### src/rtl/game_screen_ctl.sv
// rtl/game_screen_ctl.sv - frame-synchronous menu/countdown/play/game-over sequencer
// Screen changes commit only on the vblank rising edge so draw stages never switch mid-frame.
module game_screen_ctl #(
  parameter int LIVES            = 3,
  parameter int COUNTDOWN_FRAMES = 120,
  parameter int GAMEOVER_FRAMES  = 180
) (
  input  logic        pclk,
  input  logic        rst,
  input  logic        vblnk_in,
  input  logic        start,
  input  logic        hit,
  output logic [1:0]  mode,
  output logic        mode_chg,
  output logic [2:0]  lives,
  output logic [7:0]  timer,
  output logic [15:0] frame_cnt
);

  typedef enum logic [1:0] {
    S_MENU      = 2'd0,
    S_COUNTDOWN = 2'd1,
    S_PLAY      = 2'd2,
    S_GAMEOVER  = 2'd3
  } state_t;

  localparam logic [7:0] CD_LOAD    = 8'(COUNTDOWN_FRAMES - 1);
  localparam logic [7:0] GO_LOAD    = 8'(GAMEOVER_FRAMES - 1);
  localparam logic [2:0] LIVES_LOAD = 3'(LIVES);

  state_t      state_q, state_d;
  logic        vblnk_d, start_d;
  logic        start_req, start_req_d;
  logic        hit_req, hit_req_d;
  logic        mode_chg_q, mode_chg_d;
  logic [2:0]  lives_q, lives_d;
  logic [7:0]  timer_q, timer_d;
  logic [15:0] frame_q, frame_d;
  logic        tick, start_edge, start_eff, hit_eff;

  always_ff @(posedge pclk or negedge rst) begin
    if (!rst) begin
      // Delay registers reset high so levels already asserted at release are not edges.
      vblnk_d    <= 1'b1;
      start_d    <= 1'b1;
      start_req  <= 1'b0;
      hit_req    <= 1'b0;
      state_q    <= S_MENU;
      mode_chg_q <= 1'b0;
      lives_q    <= 3'd0;
      timer_q    <= 8'd0;
      frame_q    <= 16'd0;
    end else begin
      vblnk_d    <= vblnk_in;
      start_d    <= start;
      start_req  <= start_req_d;
      hit_req    <= hit_req_d;
      state_q    <= state_d;
      mode_chg_q <= mode_chg_d;
      lives_q    <= lives_d;
      timer_q    <= timer_d;
      frame_q    <= frame_d;
    end
  end

  always_comb begin
    tick        = vblnk_in & ~vblnk_d;
    start_edge  = start & ~start_d;
    start_eff   = start_req | start_edge;
    hit_eff     = hit_req | hit;
    start_req_d = tick ? 1'b0 : start_eff;
    hit_req_d   = tick ? 1'b0 : hit_eff;
    state_d     = state_q;
    lives_d     = lives_q;
    timer_d     = timer_q;
    frame_d     = frame_q;
    mode_chg_d  = 1'b0;

    if (tick) begin
      case (state_q)
        S_MENU: begin
          if (start_eff) begin
            state_d = S_COUNTDOWN;
            timer_d = CD_LOAD;
            lives_d = LIVES_LOAD;
            frame_d = 16'd0;
          end
        end
        S_COUNTDOWN: begin
          if (timer_q == 8'd0) begin
            state_d = S_PLAY;
            frame_d = 16'd0;
          end else begin
            timer_d = timer_q - 8'd1;
          end
        end
        S_PLAY: begin
          if (hit_eff && lives_q <= 3'd1) begin
            // Final hit keeps the pre-tick frame count on display.
            state_d = S_GAMEOVER;
            lives_d = 3'd0;
            timer_d = GO_LOAD;
          end else begin
            frame_d = (frame_q == 16'hFFFF) ? frame_q : frame_q + 16'd1;
            if (hit_eff) lives_d = lives_q - 3'd1;
          end
        end
        S_GAMEOVER: begin
          if (timer_q == 8'd0) begin
            state_d = S_MENU;
          end else begin
            timer_d = timer_q - 8'd1;
          end
        end
        default: state_d = S_MENU;
      endcase
      if (state_d == S_MENU || state_d == S_PLAY) timer_d = 8'd0;
      mode_chg_d = (state_d != state_q);
    end
  end

  assign mode      = state_q;
  assign mode_chg  = mode_chg_q;
  assign lives     = lives_q;
  assign timer     = timer_q;
  assign frame_cnt = frame_q;

endmodule

### config.mk
export PLATFORM = sky130hd
export DESIGN_NAME = game_screen_ctl
export DESIGN_NICKNAME = d
export VERILOG_FILES = /design/src/rtl/game_screen_ctl.sv
export SDC_FILE = /design/constraint.sdc
export NUM_CORES = 1
export LEC_CHECK = 0
export CAP_MARGIN = 5
export CORE_MARGIN = 4
export CORE_UTILIZATION = 40
export CTS_CLUSTER_DIAMETER = 80
export DETAILED_ROUTE_END_ITERATION = 16
export SLEW_MARGIN = 20
export SYNTH_ARGS = -nofsm -noshare
export SYNTH_HDL_FRONTEND = slang
export SYNTH_SLANG_ARGS = --single-unit
### constraint.sdc
create_clock -name pclk -period 2.9 [get_ports pclk]
set_clock_uncertainty 0.15 [all_clocks]
set_input_delay 0.29 -clock pclk [delete_from_list [all_inputs] [get_ports pclk]]
set_output_delay 0.29 -clock pclk [all_outputs]
set_load 0.02 [all_outputs]
[Word level (Yosys, flattened, before mapping)]
Cells that the tools add are included.
Word-level totals
  bits in registers: 34
  bits in latches: 0
  bits in writable memories: 0
  memory bits (read-only): 0
  input port bits: 5
  output and inout bits: 30
  logic and storage cells: 67
  memories: 0
Cells by class
  add/subtract/negate cells: 3
  multipliers: 0
  div/mod/pow operators: 0
  magnitude comparators: 1
  equality and inequality tests: 14
  shifts and indexed selects: 0
  mux-type cells: 23
  bitwise logic cells: 6
  reductions and logical operators: 11
Operator list (count)
  16-bit two-way mux: 4
  16-bit one-hot mux with 3 select lines: 1
  8-bit two-way mux: 4
  8-bit one-hot mux with 3 select lines: 1
  16-bit by 1-bit adder with 16-bit output (second input constant): 1
  16-bit equality test (second input constant): 1
  2-bit two-way mux: 5
  3-bit two-way mux: 3
  3-bit inequality test (second input constant): 3
  8-bit logical NOT: 1
  2-bit inequality test (second input constant): 4
  2-bit one-hot mux with 4 select lines: 1
  4-bit AND reduction: 2
  8-bit by 1-bit subtractor with 8-bit output (second input constant): 1
  2-bit equality test (second input constant): 3
  3-bit one-hot mux with 2 select lines: 1
  6-bit AND reduction: 1
  2-bit logical NOT: 2
  3-bit by 1-bit <= comparator with 1-bit output (second input constant): 1
  1-bit two-way mux: 3
  3-bit by 2-bit inequality test with 1-bit output (second input constant): 1
  3-bit nonzero test: 1
  3-bit by 1-bit subtractor with 3-bit output (second input constant): 1
  1-bit bitwise AND: 2
  8 further kinds: 10

[Depth between registers and ports, before layout]
  depth in word-level cells: 10
  mapped depth: 9
  mapped depth without buffers: 7

[Worst setup path after synthesis]
No wires, ideal clock.
  path type: register to register
  start point: reg timer_q[0] (netlist: timer[0])
  end point: reg frame_q[10] (netlist: frame_cnt[10])
  setup time: 0.077 ns
  data arrival time: 2.426 ns
  data required time: 2.673 ns
  setup slack: 0.246 ns
  cell stages (with the launch flop): 9
  path buffers: 1
  period minus slack after synthesis: 2.654 ns
  cells stage by stage: dfrtp_1 > inv_1 > ha_1 > or4b_4 > nor4_4 > o21ba_4 > buf_6 > or4_1 > a21oi_1
Between the ends
  cells in the longest elaborated chain, start to end: 3
Ends and longest elaborated chain
  start: declaration: line 37  | logic [7:0] timer_q, timer_d;
  start signal: assignment: line 61  | timer_q <= timer_d;
  8-bit logical NOT: line 90  | if (timer_q == 8'd0) begin
  2-bit inequality test (no line)
  6-bit AND reduction (no line)
  end signal: assignment: line 62  | frame_q <= frame_d;
  end: declaration: line 38  | logic [15:0] frame_q, frame_d;
No other way between the ends.
A chain may end at the register's enable or synchronous reset.

[Worst setup path in the final report]
  start point: reg timer_q[0] (netlist: timer[0])
  end point: reg frame_q[7] (netlist: frame_cnt[7])
The elaborated chain is that of the path after synthesis.

==> impl_metrics.py <==
metrics = {
    "synthesis": {
        "yosysSeqAreaShare": 0.443,
        "synth_top_family_by_area": "simple AND/OR/NAND/NOR gates",
        "synth_ff_type": "dfrtp_1",
        "synth_fa_ha_area_frac": 0.0260,
        "yosysTopAreaCell": "dfrtp_1",
        "syn_nets": 218,
        "synth_xor_area_frac": 0,
        "ys_top_cells_by_area": "dfrtp_1 42%, o31ai_1 4.3%, a21oi_1 3.9%, or4_1 3.9%, o21ai_0 3.6%",
        "synthSimpleGateAreaFrac": 0.266,
        "synthArstFlopShare": 1.00,
        "synth-seq-cells": 34,
        "synth_area_sq_mm": 0.00193,
        "synthDistinctLibCells": 43,
        "yosysTopAreaCellShare": 0.416,
        "muxShareOfSynthArea": 0.0208,
        "ys_top_cells_by_count": "32 x dfrtp_1, 18 x nand2_1, 15 x a21oi_1, 14 x o21ai_0",
        "yosysWarnings": 0,
        "synth_compound_area_frac": 0.203,
        "synth_edf_count": 0,
        "synth_most_common_cell": "dfrtp_1",
        "synthCells": 209,
        "avgSynthCellArea_sq_um": 9.21,
    },
    "setup_path": {
        "required_ps": 2960,
        "cp_slowest_cell": "or4b_4",
        "worstSetupStartpointType": "flip-flop",
        "crit_fanout": 13,
        "critPathArrivalTime_ps": 2670,
        "path_class": "reg -> reg",
        "cp.depth": 7,
        "cp_top_family": "simple AND/OR/NAND/NOR gates",
        "rrSetupSlack_ps": 290,
        "crit_chain": "inv_1 > ha_1 > or4b_4 > nor4_4 > o21ba_4 > or4_1 > a21oi_1",
        "slowest_delay_ps": 520,
        "worst-path-buf-inv": 1,
        "cp-end-kind": "flip-flop",
        "reg2reg_depth": 7,
    },
    "sta": {
        "tightestPinTransition_ps": 556,
        "max_freq_mhz": 383,
        "setup_tns_ps": 0,
        "period_needed_ps": 2610,
        "hold_ws_ps": 274,
        "hold_viol_final": 0,
        "fin_ws_ps": 286,
        "slew-limit-headroom": 0.627,
        "min_period_over_period": 0.901,
        "setup_violations": 0,
        "finalMaxSlewViolations": 0,
        "rsz0062_at_grt": "false",
    },
    "placement": {
        "place_area_sq_mm": 0.00235,
        "place.gp.congestion": 0.802,
        "place_ws_ps": 230,
        "dp.cells": 293,
        "dp_hpwl_um": 3300,
        "numPortBuffers": 34,
    },
    "finish": {
        "layout.core_utilization": 0.543,
        "synthToLayoutAreaGrowth_pct": 27.1,
        "postLayoutCellArea_sq_mm": 0.00245,
        "n_antenna_cell": 0,
        "post_route_cells_drive_above_1_share": 0.0920,
        "final_nets": 258,
        "fin_cells": 302,
        "fillers": 421,
    },
    "clocking": {
        "cts_max_level": 2,
        "clk_pin_slew_worst_paths_ps": 70,
        "postCtsSetupBuffers": 0,
        "insertion_delay_ps": 280,
        "cts.sinks": 34,
        "root_buffer": "clkbuf_8",
        "cts_tree": "done",
        "holdBufCountCts": 0,
        "cts-resized-gates": 0,
        "cts.path.max_buffers": 2,
        "numCtsBuffers": 5,
    },
    "pwr": {
        "internal_power_mw": 1.27,
        "powerDensity_mw_per_mm2": 883,
        "swShare": 0.411,
        "power_mw": 2.16,
        "combPwrFrac": 0.463,
        "switchingPower_mw": 0.888,
        "p_leak_nw": 1.01,
        "power_frac_clock": 0.166,
        "seqPwrFrac": 0.371,
        "peakVddDrop_mv": 0.445,
    },
    "drt": {
        "wire_per_inst_um": 15.6,
        "vias": 1784,
        "postRouteAntennaNets": 0,
        "drc": 0,
        "initialDrtViolationCount": 84,
        "routed_wl_um": 4700,
        "routed_via_density": 5.91,
        "dr.pass1.iters": 6,
    },
    "status": {
        "status": "finished clean",
    },
    "global_route": {
        "grt_pass1_vias": 1746,
        "grt_pass1_wl_um": 8020,
        "overflow": 0,
        "grt_usage": 0.161,
        "grt_max_degree": 35,
        "antenna_found_initial": 0,
    },
    "worst_hold_path": {
        "hold_path.class": "in -> async",
    },
    "floorplanning": {
        "die_y_um": 77.4,
        "num_rows": 24,
        "ios": 35,
        "start_util": 0.428,
        "coreArea_sq_mm": 0.00450,
        "dieArea_sq_mm": 0.00599,
        "fp.dieW_um": 77.4,
    },
    "job": {
        "maxCapViolCount": 0,
    },
}
## area by class of cell
cell class                 instances  area (sq um)  share of cell area
clock buffer                       7          86.3              0.0353
multi-input combinational        158          1000               0.410
timing repair buffer              43           408               0.167
inverter                           7          26.3              0.0107
sequential                        34           853               0.349
tap                               52          65.1              0.0266
clock inverter                     1          5.00             0.00204
## power groups by stage
stage / clock network [mW] / logic (mW) / registers, mW
after floorplan: 0 / 0.394 / 0.954
after global placement: 0 / 0.982 / 0.800
after detailed placement: 0 / 0.997 / 0.812
after CTS: 0.376 / 1.00 / 0.803
after global routing: 0.396 / 1.10 / 0.835
final: 0.358 / 1.00 / 0.802
## cell usage in the layout, fill, tap and decap left out, types with 2 or more instances in the layout
master	netlist	routed
a211oi_1	2	2
a21o_1	2	2
a21oi_1	15	15
a22o_1	3	3
a31oi_1	2	2
and3_1	7	7
and4_1	3	3
buf_4	0	9
clkbuf_8	0	6
clkdlybuf4s50_1	0	34
dfrtp_1	32	32
dfstp_2	2	2
ha_1	4	4
inv_1	7	7
mux2i_1	4	4
nand2_1	18	18
nand2b_1	6	6
nand3_1	12	12
nand4_1	4	4
nor2_1	12	12
nor2b_1	2	2
nor3_1	8	8
nor4_1	2	2
o21ai_0	14	14
o21ba_2	1	2
o31ai_1	11	11
or4_1	10	10
## sequential cells by signal, summed over array words and instances (netlist names)
name / count
mode: 2
start_req: 1
hit_req: 1
frame_cnt: 16
timer: 8
start_d: 1
mode_chg: 1
vblnk_d: 1
lives: 3
## worst paths after layout
check | start | endpoint
max | timer[0]$_DFFE_PN0P_ | frame_cnt[7]$_DFFE_PN0P_
min | rst | frame_cnt[9]$_DFFE_PN0P_
max reg2reg | timer[0]$_DFFE_PN0P_ | frame_cnt[7]$_DFFE_PN0P_
min reg2reg | hit_req$_DFF_PN0_ | hit_req$_DFF_PN0_
max in group asynchronous | rst | vblnk_d$_DFF_PN1_
min in group pclk | start | start_d$_DFF_PN1_
## metal layers
layer  vias up  share of wire  track usage
met3         4          0.039       0.0370
met2        42           0.47        0.263
met4         0         0.0087       0.0427
met5         -              0            0
li1        870              -            -
met1       868           0.48        0.216
## cells by family (layout without fill, tap and decap cells)
kind of cell | Yosys count | after routing
compound gates | 59 | 60
fa+ha+maj | 4 | 4
mux | 4 | 4
buf+inv | 18 | 58
flops | 34 | 34
simple gates | 90 | 90
Power figures use the tool's default switching activity.
